## src/rtl/ring_outport_arbiter_pkg.sv

```systemverilog
// Shared ring definitions: packet width, packet field offsets and the
// round-robin requester encoding used by the output-port arbiter and
// its testbench.
package ring_outport_arbiter_pkg;

  localparam int DATA_W  = 64;

  // Packet field offsets
  localparam int VC_BIT  = 63;  // virtual channel (0 = even, 1 = odd)
  localparam int DIR_BIT = 62;  // ring direction
  localparam int HOP_MSB = 55;  // hop count [55:48]
  localparam int HOP_LSB = 48;

  // Round-robin pointer values: which requester wins a tie
  localparam logic RR_FWD = 1'b0;
  localparam logic RR_PE  = 1'b1;

  // Bit positions of each requester in the arbiter request/grant vectors
  localparam int SRC_FWD = 0;
  localparam int SRC_PE  = 1;

  function automatic logic pkt_vc(input logic [DATA_W-1:0] pkt);
    return pkt[VC_BIT];
  endfunction

endpackage

```

## src/rtl/ring_outport_arbiter_rr_arb2.sv

```systemverilog
// Two-requester round-robin arbiter (purely combinational).
// Ports:
//   req_i  [1:0]  request vector, bit SRC_FWD = fwd, bit SRC_PE = pe
//   ptr_i         tie-break pointer (RR_FWD or RR_PE)
//   gnt_o  [1:0]  one-hot grant (all zero when nothing requests)
module rr_arb2
  import ring_outport_arbiter_pkg::*;
(
  input  logic [1:0] req_i,
  input  logic       ptr_i,
  output logic [1:0] gnt_o
);

  always_comb begin
    gnt_o = req_i;
    // Only a tie needs the pointer; a lone request is granted directly.
    if (req_i == 2'b11) begin
      gnt_o = (ptr_i == RR_FWD) ? 2'b01 : 2'b10;
    end
  end

endmodule

```

## src/rtl/ring_outport_arbiter.sv

```systemverilog
// Output-port controller for one ring direction of a router node.
// Generates the even/odd polarity phase and keeps a one-entry buffer per
// virtual channel. The buffer whose VC equals the current polarity drives
// the link; the other buffer is filled from pass-through (fwd) or local
// PE traffic using a per-VC round-robin arbiter.
// Ports:
//   clk, reset                 clock, asynchronous active-low reset
//   fwd_req_i/fwd_data_i/fwd_gnt_o   pass-through request, packet, grant
//   pe_req_i/pe_data_i/pe_gnt_o      PE injection request, packet, grant
//   so_o/do_o/ri_i             link send, link data, downstream ready
//   polarity_o                 current phase (registered)
//   full_o                     debug view of the per-VC buffer-full flags
// Handshake: a requester holds req and data stable until gnt is seen high
// in the same cycle (gnt is combinational); the link transfers a packet on
// every rising edge where so_o and ri_i are both high.
module ring_outport_arbiter
  import ring_outport_arbiter_pkg::*;
(
  input  logic              clk,
  input  logic              reset,
  input  logic              fwd_req_i,
  input  logic [DATA_W-1:0] fwd_data_i,
  output logic              fwd_gnt_o,
  input  logic              pe_req_i,
  input  logic [DATA_W-1:0] pe_data_i,
  output logic              pe_gnt_o,
  output logic              so_o,
  output logic [DATA_W-1:0] do_o,
  input  logic              ri_i,
  output logic              polarity_o,
  output logic [1:0]        full_o
);

  logic              polarity_q, polarity_d;
  logic [1:0]        full_q, full_d;
  logic [1:0]        rr_q, rr_d;
  logic [DATA_W-1:0] buf_q [2];
  logic [DATA_W-1:0] buf_d [2];

  logic p;   // VC on the link this cycle
  logic q;   // VC being filled this cycle
  assign p = polarity_q;
  assign q = ~polarity_q;

  logic [1:0][1:0] gnt_vc;

  for (genvar v = 0; v < 2; v++) begin : g_vc
    logic [1:0] req;
    // Only the internal-phase VC may be filled; requests for the link-phase
    // VC simply wait until the phase flips.
    assign req[SRC_FWD] = fwd_req_i && (pkt_vc(fwd_data_i) == 1'(v))
                          && (q == 1'(v)) && !full_q[v];
    assign req[SRC_PE]  = pe_req_i && (pkt_vc(pe_data_i) == 1'(v))
                          && (q == 1'(v)) && !full_q[v];

    rr_arb2 u_arb (
      .req_i (req),
      .ptr_i (rr_q[v]),
      .gnt_o (gnt_vc[v])
    );
  end

  // Grants are forced low while reset is held so no packet is consumed
  // into state that reset is about to discard.
  assign fwd_gnt_o = reset & gnt_vc[q][SRC_FWD];
  assign pe_gnt_o  = reset & gnt_vc[q][SRC_PE];

  assign so_o       = full_q[p];
  assign do_o       = buf_q[p];
  assign polarity_o = polarity_q;
  assign full_o     = full_q;

  always_comb begin
    polarity_d = ~polarity_q;
    full_d     = full_q;
    buf_d      = buf_q;
    rr_d       = rr_q;

    // Drain and fill address different VCs (p vs q), so they never collide.
    if (full_q[p] && ri_i) begin
      full_d[p] = 1'b0;
    end

    if (fwd_gnt_o || pe_gnt_o) begin
      full_d[q] = 1'b1;
      buf_d[q]  = fwd_gnt_o ? fwd_data_i : pe_data_i;
      rr_d[q]   = fwd_gnt_o ? RR_PE : RR_FWD;
    end
  end

  always_ff @(posedge clk or negedge reset) begin
    if (!reset) begin
      polarity_q <= 1'b0;
      full_q     <= 2'b00;
      rr_q       <= 2'b00;
      buf_q      <= '{default: '0};
    end else begin
      polarity_q <= polarity_d;
      full_q     <= full_d;
      rr_q       <= rr_d;
      buf_q      <= buf_d;
    end
  end

endmodule

```

## config.mk

```make
export PLATFORM = sky130hd
export DESIGN_NAME = ring_outport_arbiter
export DESIGN_NICKNAME = d
export VERILOG_FILES = /design/src/rtl/ring_outport_arbiter_pkg.sv /design/src/rtl/ring_outport_arbiter_rr_arb2.sv /design/src/rtl/ring_outport_arbiter.sv
export SDC_FILE = /design/constraint.sdc
export NUM_CORES = 1
export LEC_CHECK = 0
export ABC_AREA = 1
export ABC_CLOCK_PERIOD_IN_PS = 2900
export CAP_MARGIN = 20
export CORE_ASPECT_RATIO = 2
export CORE_UTILIZATION = 48
export CTS_CLUSTER_DIAMETER = 40
export DETAILED_ROUTE_END_ITERATION = 10
export GPL_ROUTABILITY_DRIVEN = 1
export PLACE_DENSITY = 0.83
export SYNTH_ARGS = -nofsm -noshare
export SYNTH_HDL_FRONTEND = slang
export SYNTH_SLANG_ARGS = --single-unit
```

## constraint.sdc

```tcl
create_clock -name clk -period 2.9 [get_ports clk]
set_clock_uncertainty 0.2 [all_clocks]
set_input_delay 0.87 -clock clk [delete_from_list [all_inputs] [get_ports clk]]
set_output_delay 0.87 -clock clk [all_outputs]
set_load 0.03 [all_outputs]
```

==> impl_metrics.ini, run 1 <==
[floorplan]
start_util_pct = 49.4
dieArea_um2 = 14800
ioPinCount = 203
die_y_um = 171
core_area_um2 = 13900
fp-row-count = 61
die_x_um = 86.5

[placement]
placed_cells = 1361
placed_area_um2 = 8920
gp_congestion = 0.828
dp_hpwl_um = 13100
numPortBuffers = 202

[critical_path]
path_cells = clkdlybuf4s15_1, nand2_1, nor2_1, nand2_2, a21boi_4, nand2_4, clkinvlp_4, buf_6
worstPathRequired_ns = 1.83
critPathCaptureType = primary output
critical_path_class = in2out
start_kind = primary input
cp_num_buf_inv = 3
cp_max_fo = 3
slowest_stage = clkdlybuf4s15_1
crit_family = buffers and inverters
cp.arrival_ns = 1.79
slowest_delay_ns = 0.21

[synth]
synth_commonest_cells = nand2_1, dfrtp_1, nand3_1, clkbuf_1, buf_2
synth_ff_type = dfrtp_1
synth-edff-count = 0
ys_ff_latch = 133
yosysMostFrequentCell = nand2_1
ys_seq_area_share_pct = 48.5
synth_warnings = 0
syn-num-nets = 1140
avgSynthCellArea_um2 = 6.81
ys_async_sr_fraction_pct = 100
syn_area_um2 = 6860
synth_top_area_share_pct = 48.5
synth_area_leaders = dfrtp_1, nand2_1, nand3_1, buf_6, clkbuf_1
synth_top_area_cell = dfrtp_1
ys_types = 18
syn-instance-count = 1007

[sta]
relSlewSlack_pct = 36.4
holdWs_ns = 0.262
setup_viol = 0
worstMarginPinSlew_ns = 0.953
finalCritPeriodShare_pct = 98.5
fin_tns_setup_ns = 0
timing.final.crit_period_ns = 2.86
fmax_ghz = 0.350
slew_viol_final = 0
hold_violations = 0

[clock_network]
cts_hold_buf = 0
cts_tree = yes
post_cts_buffers = 0
cts.path.max_buffers = 2
cts.clk_slew.worst_paths_ns = 0.06
cts_root_buf = clkbuf_16
worstSkewPairLatency_ns = 0.41
cts_buffers = 17
clock-sinks = 133
ctsHtreeMaxLevel = 4

[layout]
multi_input_area_um2 = 3170
nets = 1324
regArea_um2 = 3330
final_area_um2 = 9540
fillers = 1181
antenna_cells = 0
area_growth_pct = 39.1
layout-drive-gt1-share_pct = 11.4
stdcell_count = 1393

[global_route]
grt_pass1_vias = 6886
grt_start_max_net_pins = 75
grt_overflow = 0
grt_antenna_before_repair = 0
grt_pass1_wl_um = 32500
gr-usage-all-layers_pct = 28.6

[route]
routed_wirelength_um = 20200
ant_nets = 0
drc_errors = 0
drtIter0Drc = 407
vias_per_cell = 4.98
dr.pass1.iters = 4
vias = 6937
routedWlPerCell_um = 14.5

[power]
power.density_nw_per_um2 = 703
peakVddDrop_mv = 0.481
p_leak_nw = 5.24
p_total_w = 0.00671

[flow_run]
drv_cap = 0

[outcome]
status = complete, no violations

[min_path]
hp-class = reg2reg
[kinds of logic (layout without fill, tap and decap cells)]
group / after synthesis / count (layout) / synth area share, %
buffers and inverters: 72 / 269 / 5.73
AOI/OAI and AO/OA: 7 / 7 / 0.840
and+or+nand+nor: 795 / 795 / 44.9
DFF: 133 / 133 / 48.5
[worst min-delay path: cells and delay by family (launching register included)]
family | cells | cell delay [ns]
buf+inv | 1 | 0.04
simple gates | 1 | 0.05
flops | 1 | 0.34
[routing by layer]
layer | GRT usage [%] | wire length, µm | vias up | share of wire [%]
met5 | 0 | 0 | - | 0
met4 | 12.5 | 587 | 0 | 2.9
met3 | 5.21 | 1030 | 45 | 5.1
met2 | 52.7 | 11200 | 233 | 55
met1 | 31.3 | 7470 | 3241 | 37
li1 | - | - | 3418 | -
[state kept, by name, summed over array words and instances, names as in the netlist]
name,cells
buf_q,128
full_o,2
polarity_o,1
rr_q,2
[report_power, final]
| part | internal, W | switching (W) | total [W] | leakage [nW] |
|---|---|---|---|---|
| clock network | 0.00136 | 0.000825 | 0.00218 | 0.276 |
| registers | 0.00230 | 0.000240 | 0.00254 | 1.65 |
| logic | 0.000796 | 0.00119 | 0.00198 | 3.32 |
| total | 0.00446 | 0.00225 | 0.00671 | 5.24 |
[per-stage QoR]
step / setup slack (ns) / util (%)
6_report: 0.0439 / 68.7
4_1_cts: -0.0106 / 68.6
5_1_grt: -0.00606 / 68.7
2_1_floorplan: 0.00404 / -
3_3_place_gp: -0.264 / 64.2
3_5_place_dp: -0.264 / 64.2
[area by class of cell]
| type | count | share of cell area (%) |
|---|---|---|
| Multi-Input combinational cell | 802 | 33.2 |
| Inverter | 11 | 0.472 |
| Timing Repair Buffer | 226 | 22.6 |
| Sequential cell | 133 | 34.9 |
| Clock inverter | 14 | 1.84 |
| Clock buffer | 18 | 4.50 |
| Tap cell | 189 | 2.48 |
[placed cells by master (no fill, tap or decap)]
cell	synthesis	final
dlymetal6s2s_1	0	1
o21ai_0	2	2
dfrtp_2	0	1
nor2_1	7	7
clkdlybuf4s50_1	0	129
bufinv_16	0	3
nand3_1	67	66
a21boi_0	2	2
clkbuf_2	0	3
nand2_2	2	4
nand2_4	0	1
buf_12	0	9
clkbuf_1	24	1
clkbuf_16	0	17
clkdlybuf4s15_1	0	1
dfrtp_1	133	132
dlygate4sd2_1	0	1
a21boi_4	0	1
inv_2	1	1
buf_4	9	77
a21oi_4	1	2
nand2_1	718	715
inv_6	0	3
nand3b_1	1	1
inv_1	10	9
clkinv_4	0	1
buf_6	9	5
clkinv_2	0	1
clkinvlp_4	0	7
nand3_2	0	1
[worst paths after layout]
kind	startpoint	to	slack (ns)	cells after the start
setup / recovery	fwd_data_i[63]	fwd_gnt_o	0.04	8
hold / removal	buf_q[63]$_DFFE_PN0P_	buf_q[63]$_DFFE_PN0P_	0.26	2
setup reg to reg	polarity_o$_DFF_PN0_	buf_q[39]$_DFFE_PN0P_	0.61	10
hold reg to reg	buf_q[63]$_DFFE_PN0P_	buf_q[63]$_DFFE_PN0P_	0.26	2
max in group asynchronous	reset	buf_q[117]$_DFFE_PN0P_	1.37	2
min in group asynchronous	reset	buf_q[76]$_DFFE_PN0P_	0.41	2
[timing repair]
item	in CTS	in global routing
pin swaps	3	5
hold endpoints to repair	0	0
gates resized for setup	7	13
setup endpoints to repair	3	7
Power figures use the tool's default switching activity.
==> run 2: changes to the inputs <==
--- a/config.mk
+++ b/config.mk
@@ -6,14 +6,14 @@
 export NUM_CORES = 1
 export LEC_CHECK = 0
 export ABC_AREA = 1
-export ABC_CLOCK_PERIOD_IN_PS = 2900
+export ABC_CLOCK_PERIOD_IN_PS = 3510
 export CAP_MARGIN = 20
 export CORE_ASPECT_RATIO = 2
-export CORE_UTILIZATION = 48
+export CORE_UTILIZATION = 52
 export CTS_CLUSTER_DIAMETER = 40
 export DETAILED_ROUTE_END_ITERATION = 10
 export GPL_ROUTABILITY_DRIVEN = 1
-export PLACE_DENSITY = 0.83
+export PLACE_DENSITY = 0.89
 export SYNTH_ARGS = -nofsm -noshare
 export SYNTH_HDL_FRONTEND = slang
 export SYNTH_SLANG_ARGS = --single-unit
==> constraint.sdc (replaced) <==
create_clock -name clk -period 3.51 [get_ports clk]
set_clock_uncertainty 0.2 [all_clocks]
set_input_delay 1.053 -clock clk [delete_from_list [all_inputs] [get_ports clk]]
set_output_delay 1.053 -clock clk [all_outputs]
set_load 0.03 [all_outputs]
==> run 2 against run 1 <==
Effect of this change:
- hold slack improved by 0.013 ns
- final area barely moved
- setup slack better by 0.044 ns
- via count is 2.8% higher
- largest cell class unchanged
==> impl_metrics.ini, run 2 (synthesis gave the netlist of run 1 again) <==
[critical_path]
cp_max_fo = 36
path_cells = buf_4, clkdlybuf4s50_1
cp_num_buf_inv = 2
start_kind = register
critPathCaptureType = primary output
slowest_stage = clkdlybuf4s50_1
cp.arrival_ns = 2.17
crit_family = buffers and inverters
worstPathRequired_ns = 2.26
critical_path_class = reg2out
slowest_delay_ns = 0.77

[floorplan]
core_area_um2 = 12900
die_x_um = 83.2
fp-row-count = 59
start_util_pct = 53.1
die_y_um = 164
ioPinCount = 203
dieArea_um2 = 13700

[route]
drtIter0Drc = 422
ant_nets = 0
dr.pass1.iters = 5
vias = 7132
routedWlPerCell_um = 15.0
drc_errors = 0
routed_wirelength_um = 20400
vias_per_cell = 5.25

[layout]
largest_register_ffs = 128
area_growth_pct = 39.2
final_util_pct = 73.9
layout-drive-gt1-share_pct = 11.1
antenna_cells = 0
largest-register = buf_q
nets = 1328
fillers = 958
final_common_cell = nand2_1
final_cell_mix = nand2_1, dfrtp_1, clkdlybuf4s50_1

[global_route]
gr-usage-all-layers_pct = 30.4
grt_overflow = 0
top_usage_layer = met2
grt_start_max_net_pins = 65
grt_use_met2_pct = 55.7
grt_pass1_vias = 7005
use_met3_pct = 5.60
grt_pass1_wl_um = 32500
grt_antenna_before_repair = 1
grtUsageMet1_pct = 31.5

[sta]
worstMarginPinSlew_ns = 0.734
relSlewSlack_pct = 51.0
fin_tns_setup_ns = 0
setup_viol = 0
finalCritPeriodShare_pct = 97.5
hold_violations = 0
holdWs_ns = 0.275
grt_setup_unrepaired = false
timing.final.crit_period_ns = 3.42
fmax_ghz = 0.292
slew_viol_final = 0

[placement]
numPortBuffers = 202
dp_hpwl_um = 13300
gp_congestion = 0.806

[clock_network]
cts.path.max_buffers = 2
cts_buffers = 17
cts_hold_buf = 0
cts_tree = yes
ctsHtreeMaxLevel = 4
clock-sinks = 133
cts.clk_slew.worst_paths_ns = 0.05
worstSkewPairLatency_ns = 0.42
cts_root_buf = clkbuf_16

[power]
peakVddDrop_mv = 0.450
power.density_nw_per_um2 = 589
p_leak_nw = 5.30
p_total_w = 0.00562

[outcome]
status = complete, no violations

[flow_run]
drv_cap = 0

[min_path]
hp-class = reg2reg
## run 2: cell types whose count changed in the layout (fill, tap and decap cells not counted), moves of 2 or more
| cell | before | now |
|---|---|---|
| clkdlybuf4s50_1 | 129 | 132 |
| inv_6 | 3 | 1 |
| buf_4 | 77 | 82 |
| clkbuf_2 | 3 | 0 |
| clkinvlp_4 | 7 | 3 |
| buf_6 | 5 | 2 |
## run 2: worst reg2reg max path: stages (launching register included)
cell and delay [ns]:
dfrtp_2 0.53, inv_2 0.34, nor2_1 0.18, nand3_1 0.09
nand2_1 0.07, nand2_2 0.06, nand2_2 0.07, buf_4 0.10
buf_4 0.23, buf_4 0.50, nand2_1 0.15, nand2_1 0.15
nand2_1 0.10, nand2_1 0.09
## run 2: repair_timing
item / in CTS / in global routing
buffers inserted: 3 / 0
pin swaps: 5 / 0
gates resized for setup: 4 / 2
endpoints found under the setup margin: 1 / 2
## run 2: report_power, final
part | switching [W] | internal [W] | leakage, nW
combinational | 0.000991 | 0.000658 | 3.36
clock | 0.000662 | 0.00120 | 0.295
sequential | 0.000201 | 0.00190 | 1.65
## run 2: final timing paths
path	start	to	slack (ns)	cells after the start
worst max-delay path	polarity_o$_DFF_PN0_	polarity_o	0.09	2
worst min-delay path	buf_q[57]$_DFFE_PN0P_	buf_q[57]$_DFFE_PN0P_	0.28	2
worst max register to register	polarity_o$_DFF_PN0_	buf_q[93]$_DFFE_PN0P_	0.59	13
worst min register to register	buf_q[57]$_DFFE_PN0P_	buf_q[57]$_DFFE_PN0P_	0.28	2
max in group asynchronous	reset	buf_q[14]$_DFFE_PN0P_	1.54	3
min in group asynchronous	reset	rr_q[1]$_DFFE_PN0P_	0.54	2
## run 2: cell type report
class                      count  area (µm²)  area share, %
clock inverter                12         179           1.87
timing repair buffer         230        2200           23.1
multi-input combinational    802        3160           33.1
sequential                   133        3330           34.9
tap                          152         190           1.99
inverter                      11        41.3          0.433
clock buffer                  19         443           4.64
## run 2: layer usage
layer	routed length [µm]	vias up	part of all wire (%)
met5	13	-	0.064
met2	11000	307	54
met4	1020	2	5.0
met1	7060	3327	35
met3	1300	70	6.4
li1	-	3426	-
## run 2: through the flow
step	instance area, µm²	instances	setup slack, ns
finish	9540	1359	0.0878
global route	9540	1359	0.0160
CTS	9540	1359	0.0252
detailed placement	8890	1325	-0.0109
global placement	8890	1325	0.0287
floorplan	6860	1007	0.192
